**config.mk**
```make
export PLATFORM = sky130hd
export DESIGN_NAME = instr_sequencer
export DESIGN_NICKNAME = d
export VERILOG_FILES = /design/src/rtl/tpu_isa_pkg.sv /design/src/rtl/instr_mem.sv /design/src/rtl/instr_sequencer.sv
export SDC_FILE = /design/constraint.sdc
export NUM_CORES = 1
export LEC_CHECK = 0
export ABC_CLOCK_PERIOD_IN_PS = 3250
export CAP_MARGIN = 20
export CORE_MARGIN = 3
export CORE_UTILIZATION = 45
export DETAILED_ROUTE_END_ITERATION = 8
export PLACE_DENSITY_LB_ADDON = 0.12
export SYNTH_ARGS = -nofsm -noshare
export SYNTH_HDL_FRONTEND = slang
export SYNTH_SLANG_ARGS = --single-unit
```
**constraint.sdc**
```tcl
create_clock -name clk -period 3.25 [get_ports clk]
set_input_delay 0.65 -clock clk [delete_from_list [all_inputs] [get_ports clk]]
set_output_delay 0.65 -clock clk [all_outputs]
set_load 0.01 [all_outputs]
```
**src/rtl/tpu_isa_pkg.sv**
```systemverilog
// Shared TPU instruction-set constants and the sequencer state type.
// The control unit and the sequencer both decode opcodes from this package.
package tpu_isa_pkg;

    localparam int INSTR_W = 16;
    localparam int OPC_W   = 3;

    localparam logic [OPC_W-1:0] OP_LOAD      = 3'b000;
    localparam logic [OPC_W-1:0] OP_BROADCAST = 3'b001;
    localparam logic [OPC_W-1:0] OP_MATMUL    = 3'b010;
    localparam logic [OPC_W-1:0] OP_STORE     = 3'b011;
    localparam logic [OPC_W-1:0] OP_NOP       = 3'b100;
    localparam logic [OPC_W-1:0] OP_HALT      = 3'b111;

    localparam logic [INSTR_W-1:0] NOP_INSTR = 16'h8000;

    typedef enum logic [2:0] {
        SEQ_IDLE,
        SEQ_FETCH,
        SEQ_ISSUE,
        SEQ_WAIT,
        SEQ_HALTED
    } seq_state_t;

    function automatic logic [OPC_W-1:0] opcode_of(input logic [INSTR_W-1:0] instr);
        return instr[INSTR_W-1 -: OPC_W];
    endfunction

endpackage

```
**src/rtl/instr_mem.sv**
```systemverilog
// Host-programmed instruction store: one synchronous write port and one
// registered read port. Contents are deliberately not reset.
module instr_mem
    import tpu_isa_pkg::*;
#(
    parameter int DEPTH  = 16,
    parameter int ADDR_W = $clog2(DEPTH)
) (
    input  logic               clk,
    input  logic               we,
    input  logic [ADDR_W-1:0]  waddr,
    input  logic [INSTR_W-1:0] wdata,
    input  logic               re,
    input  logic [ADDR_W-1:0]  raddr,
    output logic [INSTR_W-1:0] rdata
);

    logic [INSTR_W-1:0] mem [DEPTH];

    always_ff @(posedge clk) begin
        if (we) begin
            mem[waddr] <= wdata;
        end
        if (re) begin
            rdata <= mem[raddr];
        end
    end

endmodule

```
**src/rtl/instr_sequencer.sv**
```systemverilog
// Fetch/issue stage: walks instruction memory from address 0 after start,
// issues each word for one cycle, then waits for op_done before the next fetch.
module instr_sequencer
    import tpu_isa_pkg::*;
#(
    parameter int DEPTH  = 16,
    parameter int ADDR_W = $clog2(DEPTH)
) (
    input  logic               clk,
    input  logic               rst,
    input  logic               prog_we,
    input  logic [ADDR_W-1:0]  prog_addr,
    input  logic [INSTR_W-1:0] prog_data,
    input  logic               start,
    input  logic               op_done,
    output logic [INSTR_W-1:0] instruction,
    output logic               instr_valid,
    output logic [ADDR_W-1:0]  pc,
    output logic               busy,
    output logic               halted
);

    seq_state_t         state, state_nxt;
    logic [ADDR_W-1:0]  pc_nxt;
    logic [INSTR_W-1:0] instr_nxt;
    logic               valid_nxt;
    logic [INSTR_W-1:0] rd_data;
    logic               mem_we;
    logic               mem_re;
    logic               idle_like;
    logic               at_end;

    assign idle_like = (state == SEQ_IDLE) || (state == SEQ_HALTED);
    assign at_end    = (pc == ADDR_W'(DEPTH - 1));
    assign mem_we    = prog_we && idle_like;
    assign mem_re    = (state == SEQ_FETCH);

    instr_mem #(
        .DEPTH  (DEPTH),
        .ADDR_W (ADDR_W)
    ) u_mem (
        .clk   (clk),
        .we    (mem_we),
        .waddr (prog_addr),
        .wdata (prog_data),
        .re    (mem_re),
        .raddr (pc),
        .rdata (rd_data)
    );

    always_ff @(posedge clk) begin
        if (rst) begin
            state       <= SEQ_IDLE;
            pc          <= '0;
            instruction <= NOP_INSTR;
            instr_valid <= 1'b0;
        end else begin
            state       <= state_nxt;
            pc          <= pc_nxt;
            instruction <= instr_nxt;
            instr_valid <= valid_nxt;
        end
    end

    // Outside the single ISSUE edge the output always falls back to NOP.
    always_comb begin
        state_nxt = state;
        pc_nxt    = pc;
        instr_nxt = NOP_INSTR;
        valid_nxt = 1'b0;
        unique case (state)
            SEQ_IDLE, SEQ_HALTED: begin
                if (start) begin
                    state_nxt = SEQ_FETCH;
                    pc_nxt    = '0;
                end
            end
            SEQ_FETCH: begin
                state_nxt = SEQ_ISSUE;
            end
            SEQ_ISSUE: begin
                if (opcode_of(rd_data) == OP_HALT) begin
                    state_nxt = SEQ_HALTED;
                end else begin
                    instr_nxt = rd_data;
                    valid_nxt = 1'b1;
                    state_nxt = SEQ_WAIT;
                end
            end
            SEQ_WAIT: begin
                if (op_done) begin
                    if (at_end) begin
                        state_nxt = SEQ_HALTED;
                    end else begin
                        pc_nxt    = pc + ADDR_W'(1);
                        state_nxt = SEQ_FETCH;
                    end
                end
            end
            default: begin
                state_nxt = SEQ_IDLE;
            end
        endcase
    end

    assign busy   = (state == SEQ_FETCH) || (state == SEQ_ISSUE) || (state == SEQ_WAIT);
    assign halted = (state == SEQ_HALTED);

endmodule

```
Word-level counts from Yosys, hierarchy flattened
Memories as Yosys holds them, arrays and structs flattened. A register that Yosys moved wholly into a read port is not among the register bits. Index checks and enable logic that the tools add are counted.

Muxes and demuxes: 12. Reductions and logical operators: 11. Bitwise logic cells: 1. Add/sub/neg operators: 1. Eq/ne operators: 9.

Operators by type and width (count): two-way mux 3 bit (4); two-way mux 4 bit (3); one-hot mux 3 bit (4 select lines) (1); one-hot mux 4 bit (2 select lines) (1); == test 3 x 2 -> 1 bit, second input constant (2); == test 3 bit, second input constant (2); inequality test 2 bit, second input constant (3); adder 4 x 1 -> 4 bit, second input constant (1); == test 4 bit, second input constant (1); AND reduction 4 bit (1); OR reduction 2 bit (2); == test 3 x 1 -> 1 bit, second input constant (1); zero test 3 bit (1); logical OR 1 bit (3); two-way mux 1 bit (3); OR reduction 3 bit (1); AND reduction 2 bit (1); nonzero test 2 bit (1); logical AND 1 bit (1); NOT 1 bit (1).

Memories kept: 1. Register bits after elaboration: 24. Output and inout port bits: 23. Word-level logic and storage cells: 39. Memory bits (writable): 256. Bits of input ports: 25.

Memory list: u_mem.mem (words 16, width 16, rd ports 1, clocked after Yosys merged registers in 1, wr ports 1, line instr_mem.sv:18) `logic [INSTR_W-1:0] mem [DEPTH];`.

Depth between registers and ports, before layout
Depth after elaboration: 5. Depth in mapped cells: 6.

By module
Synthesis repeated with hierarchy kept, for this count alone.

Cells, all modules: 515. Area total of the unflattened synthesis: 11109.4 µm².

Modules (own cells, without submodules): instr_mem (times used 1, area an instance 10203.5 µm², cells an instance 432, sequential area each 8167.8 µm²); instr_sequencer (times used 1, area an instance 905.9 µm², cells an instance 83, sequential area each 480.5 µm²).

Least setup slack after synthesis
No wires, ideal clock.

Path kind: reg2reg. From: register state[0]. To: memory u_mem.mem[0][0] (enable). Arrival time: 2313 ps. Cell stages (with the launch flop): 6. Path slack: 528 ps. Required time: 2841 ps. Setup time: 409 ps. Path through: dfxtp_1 > clkbuf_1 > nor2_1 > nand2_1 > or3_1 > nor3_1.

Longest elaborated chain between the ends: 5.

Ends and longest elaborated chain: from (decl) (line instr_sequencer.sv:23) `seq_state_t state, state_nxt;`; from (signal assigned) (line instr_sequencer.sv:58) `state <= state_nxt;`; == test 3 bit / zero test 3 bit (equally long branches) (line instr_sequencer.sv:33) `assign idle_like = (state == SEQ_IDLE) || (state == SEQ_HALTED);`; logical OR 1 bit (*) (line instr_sequencer.sv:33); logical AND 1 bit (*) (line instr_sequencer.sv:35) `assign mem_we = prog_we && idle_like;`; two-way mux 1 bit (*) (line instr_mem.sv:21) `if (we) begin`; two-way mux 1 bit (not written as such) (*) (line instr_mem.sv:22) `mem[waddr] <= wdata;`; to (decl) (line instr_mem.sv:18).

Every way passes the cells marked *; elsewhere a longest branch is shown, timed or not.

Worst setup path in the final report
From: register state[0]. To: output halted.

Longest elaborated chain between the ends: 1.

Ends and longest elaborated chain: == test 3 bit (line instr_sequencer.sv:107) `assign halted = (state == SEQ_HALTED);`; to (decl) (line instr_sequencer.sv:20) `output logic halted`.

No other way between the ends.

==> impl_results.md <==
- Post-cts resize count: 0
- PnR Total Power: 8.13 mW
- Hold path depth: 1
- Layout fillers: 1939
- Vias/cell: 5.61
- N_diodes: 0
- Post-synth top area cell: edfxtp_1
- Area contributors post-synth: edfxtp_1, dfxtp_1, mux4_1
- Worst r2r dst: u_mem.mem[5][0]
- Setup TNS: 0 ps
- Synth Register Bits: 296
- Via count: 5669
- Slew @ Worst Pin: 838 ps
- Area growth syn-to-layout: 18.1%
- DRC viols: 0
- Syn_nets: 602
- Synth Flop Type: edfxtp_1
- Clock latency on the worst-skew pair: 490 ps
- Worst r2r path cells: 4
- Ys async rst share: 0
- Critical-path maximum fanout: 12
- Setup ws final: 260 ps
- Status: complete, no violations
- Worst-path cell chain: nor2_1, and2_1, clkdlybuf4s50_1
- Worst hold endpoint: instruction[12]
- Share of post-route cells with drive strength above 1: 0.201
- Clk buf depth: 3
- First-pass GRT wire length: 34.5 mm
- Final setup viols: 0
- Crit start category: flip-flop
- PortBufs: 47
- Yosys warnings: 0
- Max-cap violations: 0
- Post-DP HPWL: 14.5 mm
- Slew Viols, Final: 0
- Cell variety after synth: 41
- Register-to-register setup slack: 810 ps
- Endpoints failing hold: 0
- Site Rows: 57
- Origin of the critical flop-to-flop path: state[0]
- Clock root cell: clkbuf_16
- Chip height: 165 um
- CP max-delay cell: nor2_1
- Cell area after placement: 12300 sq um
- Hold Buf Count CTS: 0
- GPL Wtd Cong: 0.812
- CP Data Required Time: 2600 ps
- Total detailed-routing wirelength: 22.8 mm
- Post-synth top area share: 0.722
- Pre-CTS WS: 803 ps
- TritonCTS clock tree: built
- CP Capture Type: output port
- I/O pin count: 48
- Fmax: 0.334 GHz
- Pre-Repair DR Iteration Count: 5
- Clk sink count: 296
- Fin nets: 687
- Sequential-to-total area share from yosys stat: 0.765
- H-tree Lvls: 2
- Most frequent cells after synthesis: edfxtp_1, mux2_2, mux2i_1
- Post-synth EDFFs: 272
- Crit share post-route: 0.920
- GR Overflow Total: 0
- Lkg Pwr: 4.25 nW
- Crit-path max cell delay: 680 ps
- Library cell with the highest instance count after synthesis: edfxtp_1
- Crit path DAT: 2340 ps
- Design Area, Final: 13400 sq um
- HP Start: u_mem.rdata[12]
- Vias in the first global route: 5735
- Die X: 165 um
- Mean post-synth cell area: 19.6 sq um
- Setup CP Type: reg -> out
- Power Density: 609 nW/um^2
- Die ar.: 27100 sq um
- Setup bufs post-CTS: 0
- Tot GR Track Use: 0.171
- Worst IR drop on VDD: 0.406 mV
- Mapped Area: 11300 sq um
- Largest net degree at the start of global routing: 28
- Mapped Cells: 576
- Clock buffer count from CTS: 34
- Clk_skew: 4.64 ps
- Min Tclk post-route: 2990 ps
- Core area: 24500 sq um
- Hold Path Class: reg -> reg
- DRT iter0 DRCs: 558
- Relative slew slack: 0.439
- Antenna violations before repair: 0
- Worst-path clk slew: 60 ps
- RSZ-0062 raised after global routing: false
- Routed Antenna Nets: 0
- Effective utilization at floorplan: 0.461
- Drt wl/cell: 22.6 um
## worst max-delay path: cells and delay by family (launching register included)
kind	cells	cell delay [ps]
flops	1	410
buf+inv	1	530
simple gates	2	910
## stage by stage
stage               hold WS [ps]  cells  utilization
floorplan                    420    576            -
global placement             428    949        0.501
detailed placement           427    949        0.501
CTS                          439   1010        0.545
global route                 460   1010        0.545
finish                       439   1010        0.545
## cell usage in the layout, fill, tap and decap left out, types with 16 or more instances in the layout
master and count:
mux4_2 18, buf_4 30, clkbuf_16 37, clkdlybuf4s50_1 47, a221o_1 16, dfxtp_1 22
mux2_2 29, and2_1 17, mux2i_1 29, edfxtp_1 272, mux4_1 17
## state kept, by name, summed over array words and instances, names as in the netlist
register	flops
u_mem.mem	256
instruction	16
u_mem.rdata	16
pc	4
state	3
instr_valid	1
## routing by layer
layer	GRT usage	wire length [um]	vias to the layer above
met5	0	0	-
met4	0.0477	466	0
met3	0.0319	1230	35
met2	0.268	10600	190
met1	0.250	10500	2897
li1	-	-	2547
## layout make-up
class	instances	area [sq um]	area share
Sequential cell	296	8650	0.648
Multi-Input combinational cell	250	2520	0.189
Clock buffer	48	977	0.0731
Timing Repair Buffer	78	716	0.0536
Tap cell	324	405	0.0303
Clock inverter	13	82.6	0.00618
Inverter	1	3.75	0.000281
## kinds of logic (layout without fill, tap and decap cells)
kind of cell               Yosys count  in the layout  share of synthesized area
adders and majority gates            1              1                    0.00111
DFF                                296            296                      0.765
muxes                               93             93                      0.130
AOI/OAI and AO/OA                   62             62                     0.0424
buffers and inverters               30            140                     0.0167
and+or+nand+nor                     94             94                     0.0451
## report_power, final
group          internal (mW)  switching (mW)  leakage [nW]
sequential              4.25          0.0318          2.65
combinational          0.109           0.186          1.08
clock                   2.17            1.38         0.516
## worst max path at each step
stage,slack (ps),cells after the start,startpoint,end
after floorplan,530,5,state[0],u_mem.mem[0][0]
after global placement,820,5,prog_we,u_mem.mem[0][5]
after detailed placement,800,5,prog_we,u_mem.mem[0][5]
after CTS,290,3,state[0],halted
after global routing,190,3,state[1],halted
final,260,3,state[0],halted
(Power assumes the default switching activity.)
